--- src/rtl/uncached_dbus_bridge.sv ---
// Single-beat bridge from the CPU data bus to the cache bus for uncached
// (kseg1 / MMIO) accesses; cached requests are left to the D-cache.
module uncached_dbus_bridge (
    input  logic        clk,
    input  logic        resetn,
    input  logic        i_dreq_valid,
    input  logic [31:0] i_dreq_addr,
    input  logic [2:0]  i_dreq_size,
    input  logic [3:0]  i_dreq_strobe,
    input  logic [31:0] i_dreq_data,
    input  logic        i_uncached,
    output logic        o_dresp_addr_ok,
    output logic        o_dresp_data_ok,
    output logic [31:0] o_dresp_data,
    output logic        o_creq_valid,
    output logic        o_creq_is_write,
    output logic [2:0]  o_creq_size,
    output logic [31:0] o_creq_addr,
    output logic [3:0]  o_creq_strobe,
    output logic [31:0] o_creq_data,
    output logic [3:0]  o_creq_len,
    input  logic        i_cresp_ready,
    input  logic        i_cresp_last,
    input  logic [31:0] i_cresp_data
);

    localparam logic [3:0] MLEN1 = 4'd0;

    typedef enum logic [1:0] {
        IDLE = 2'd0,
        BUSY = 2'd1,
        DONE = 2'd2
    } state_t;

    state_t      r_state;
    state_t      w_next;
    logic        w_accept;
    logic        w_capture;

    logic [31:0] r_addr;
    logic [2:0]  r_size;
    logic [3:0]  r_strobe;
    logic [31:0] r_wdata;
    logic        r_is_write;
    logic [31:0] r_rdata;

    always_ff @(posedge clk or negedge resetn) begin
        if (!resetn) begin
            r_state <= IDLE;
        end else begin
            r_state <= w_next;
        end
    end

    // A beat without last is a protocol violation and is ignored outright.
    always_comb begin
        w_next    = r_state;
        w_accept  = 1'b0;
        w_capture = 1'b0;
        unique case (r_state)
            IDLE: begin
                if (i_dreq_valid && i_uncached) begin
                    w_accept = 1'b1;
                    w_next   = BUSY;
                end
            end
            BUSY: begin
                if (i_cresp_ready && i_cresp_last) begin
                    w_capture = 1'b1;
                    w_next    = DONE;
                end
            end
            DONE: begin
                w_next = IDLE;
            end
            default: begin
                w_next = IDLE;
            end
        endcase
    end

    always_ff @(posedge clk or negedge resetn) begin
        if (!resetn) begin
            r_addr     <= '0;
            r_size     <= '0;
            r_strobe   <= '0;
            r_wdata    <= '0;
            r_is_write <= 1'b0;
        end else if (w_accept) begin
            r_addr     <= i_dreq_addr;
            r_size     <= i_dreq_size;
            r_strobe   <= i_dreq_strobe;
            r_wdata    <= i_dreq_data;
            r_is_write <= |i_dreq_strobe;
        end
    end

    always_ff @(posedge clk or negedge resetn) begin
        if (!resetn) begin
            r_rdata <= '0;
        end else if (w_capture) begin
            r_rdata <= i_cresp_data;
        end
    end

    // addr_ok is combinational, so it is gated by reset to read 0 at once.
    assign o_dresp_addr_ok = resetn && (r_state == IDLE)
                             && i_dreq_valid && i_uncached;
    assign o_dresp_data_ok = (r_state == DONE);
    assign o_dresp_data    = r_rdata;

    assign o_creq_valid    = (r_state == BUSY);
    assign o_creq_is_write = r_is_write;
    assign o_creq_size     = r_size;
    assign o_creq_addr     = r_addr;
    assign o_creq_strobe   = r_strobe;
    assign o_creq_data     = r_wdata;
    assign o_creq_len      = MLEN1;

endmodule

--- config.mk ---
export PLATFORM = sky130hd
export DESIGN_NAME = uncached_dbus_bridge
export DESIGN_NICKNAME = d
export VERILOG_FILES = /design/src/rtl/uncached_dbus_bridge.sv
export SDC_FILE = /design/constraint.sdc
export NUM_CORES = 1
export LEC_CHECK = 0
export CAP_MARGIN = 20
export CORE_ASPECT_RATIO = 1.4
export CORE_UTILIZATION = 39
export DETAILED_ROUTE_END_ITERATION = 10
export GPL_TIMING_DRIVEN = 0
export PLACE_DENSITY = 0.81
export RECOVER_POWER = 50
export SLEW_MARGIN = 0
export SYNTH_ARGS = -nofsm -noshare
export SYNTH_HDL_FRONTEND = slang
export SYNTH_SLANG_ARGS = --single-unit
--- constraint.sdc ---
create_clock -name clk -period 2.14 [get_ports clk]
set_clock_uncertainty 0.1 [all_clocks]
set_input_delay 0.428 -clock clk [delete_from_list [all_inputs] [get_ports clk]]
set_output_delay 0.428 -clock clk [all_outputs]
set_load 0.02 [all_outputs]
==> metrics.md <==
| Metric | Value |
|---|---|
| Distinct cells, synth | `14` |
| Slew headroom | `60.9%` |
| Nature of the critical path startpoint | `primary input` |
| Avg Inst Size Synth | `17.1 um2` |
| First-pass GRT wire length | `15100 um` |
| Worst R2R Setup Slack | `0.22 ns` |
| Row count | `43` |
| Peak supply drop | `0.000755 V` |
| Vias per cell | `approximately 4.6` |
| Max FO, Critical Path | `2` |
| Most numerous cell in the Yosys netlist | `dfrtp_1` |
| Setup TNS | `0 ns` |
| Drt wl/cell | `16.5 um` |
| Worst Path Arrival | `1.49 ns` |
| Clk slew on worst S/H paths | `approximately 0.070 ns` |
| Drt total wl | `about 10000 um` |
| Crit Path Category | `in -> out` |
| GRT Total Usage | `19.0%` |
| IO buf count | `roughly 220` |
| DPL Wire Length | `7710 um` |
| GRT Residual Overflow | `0` |
| Final slew viol count | `0` |
| LEAKAGE | `2.77 nW` |
| Post-route DRC | `0` |
| Hold slack | `-0.0650 ns` |
| Latest clock arrival within the worst-skew pair | `0.33 ns` |
| H-tree depth | `3` |
| Ys async rst share | `100%` |
| Via count | `~2800` |
| First drt pass iteration count | `3` |
| Height of the chip | `122 um` |
| Crit. End Element | `output pin` |
| Post-synth EDFFs | `0` |
| Post-route ant nets | `0` |
| Ratio of cells with drive above 1 in the final layout | `28.8%` |
| Worst Max-Slew Pin Slew | `a little under 0.6 ns` |
| Maximum operating frequency | `494 MHz` |
| Crit share post-route | `94.5%` |
| Fraction of post-synthesis cell area in the top cell type by area | `66.0%` |
| Clk sink count | `106` |
| P&R area growth vs syn | `66.0%` |
| # Max-Cap Violations | `0` |
| Buffer levels on the longest clock path | `2` |
| Final Hold Viols | `49` |
| Die W | `between 80 and 90 um` |
| CTS tree | `built` |
| Synth warn | `0` |
| Antenna Cells | `0` |
| Final setup violation count | `0` |
| Final nets | `574` |
| CTS Buf Count | `9` |
| # fillers | `712` |
| Initial DRC count | `29` |
| Pwr/cell area | `about 1300 nW/um2` |
| Ranking of synthesized cells by area | `dfrtp_1 66%, mux2_2 29%, buf_6 2.0%` |
| Seq cells post-synth | `around 110` |
| Failing checks | `negative hold slack` |
| Overall Power | `0.00891 W` |
| Vias in the first global route | `3130` |
| Core box area | `~10000 um2` |
| Worst Hold Class | `in -> async` |
| Clock Tree Root | `clkbuf_16` |
| RSZ-0062 raised after global routing | `no` |
| Post-synth top area cell | `dfrtp_1` |
| Seq/Total Area, Yosys | `66.0%` |
| Initial core utilization | `40.4%` |
| Synth Cell Area | `between 4000 and 5000 um2` |
| Largest net degree at the start of global routing | `59` |
| Routability Congestion | `0.689` |
| Initial antenna violation count | `0` |
| Top FF cell, synth | `dfrtp_1` |
| Most common library cells after synthesis | `106 x dfrtp_1, 104 x mux2_2, 7 x buf_6` |
| Post-Syn Instances | `235` |
| CP required | `1.61 ns` |
| # IOs | `220` |
| Status | `finished, violations left` |
| Die ar. | `10700 um2` |
| Min cycle time layout | `just over 2 ns` |
-- placed cells by master, fill, tap and decap left out, types with 2 or more instances in the layout --
cell	netlist	final
clkdlybuf4s50_1	0	208
dfrtp_1	106	106
clkbuf_8	0	2
buf_6	7	5
conb_1	1	4
buf_4	4	6
mux2_2	104	104
clkbuf_1	0	3
clkbuf_2	0	2
dlygate4sd3_1	0	4
nor2b_1	2	2
clkinv_2	0	2
clkbuf_16	0	9
clkinvlp_4	0	2
-- worst max-delay path, cell delays in order --
cell and delay [ns]:
clkdlybuf4s50_1 0.45, and4bb_1 0.26, buf_12 0.11, and2_1 0.11
buf_4 0.13
-- flip-flops by register name, summed over array words and instances, names as in the netlist --
register         count
o_creq_addr         32
o_creq_data         32
o_dresp_data        32
o_creq_strobe        4
o_creq_size          3
r_state              2
o_creq_is_write      1
-- through the flow --
stage | setup WS, ns | utilization [%] | hold slack, ns | area (um2) | cells
finish | 0.117 | 67.0 | -0.0650 | 6670 | 604
global route | 0.0118 | 67.0 | -0.0436 | 6670 | 604
CTS | 0.00776 | 67.1 | -0.0659 | 6680 | 604
detailed placement | -0.596 | 64.1 | 0.393 | 6380 | 589
global placement | -3.70 | 63.8 | 0.387 | 6350 | 588
floorplan | 0.419 | - | 0.0324 | 4030 | 238
-- cell type report --
cell class / instances / area, um2 / share of cell area (%)
Sequential cell: 106 / 2650 / 39.8
Timing Repair Buffer: 217 / 2180 / 32.7
Multi-Input combinational cell: 116 / 1240 / 18.7
Clock buffer: 10 / 239 / 3.58
Tap cell: 135 / 169 / 2.53
Buffer: 14 / 124 / 1.86
Clock inverter: 5 / 55.1 / 0.825
Inverter: 1 / 3.75 / 0.0563
-- final timing paths --
check	from	endpoint	depth (start not counted)
max	i_dreq_valid	o_dresp_addr_ok	5
min	resetn	o_creq_data[18]	1
max reg2reg	r_state[0]	o_creq_data[24]	5
min reg2reg	o_creq_addr[6]	o_creq_addr[6]	1
max in group asynchronous	resetn	o_dresp_data[28]	2
min in group clk	o_creq_addr[6]	o_creq_addr[6]	1
-- routing by layer --
| metal | global-route usage [%] | up-vias | wire length, um |
|---|---|---|---|
| met4 | 8.81 | 0 | 205 |
| met2 | 35.3 | 142 | 5500 |
| met1 | 19.1 | 1355 | 3400 |
| met3 | 5.22 | 16 | 849 |
| met5 | 0 | - | 0 |
| li1 | - | 1275 | - |
-- what timing repair did --
action,4_1_cts,5_1_grt
pin swaps,1,0
endpoints found under the setup margin,1,2
resized for setup,8,2
setup buffers,1,0
hold endpoints to repair,49,49
-- power breakdown --
part           switching, W  internal [W]  total (W)  leakage, nW
Combinational       0.00181       0.00221    0.00402         1.38
Clock              0.000698      0.000928    0.00163        0.140
Sequential         0.000430       0.00283    0.00326         1.25
Total               0.00294       0.00596    0.00891         2.77
-- logic make-up (layout without fill, tap and decap cells) --
kind of cell | count (synthesis) | count (layout) | synth area share, %
buf+inv | 16 | 247 | 3.30
compound gates | 1 | 1 | 0.187
flops | 106 | 106 | 66.0
other cells | 1 | 4 | 0.0933
simple gates | 7 | 7 | 1.28
mux | 104 | 104 | 29.1
(Power assumes the default switching activity.)
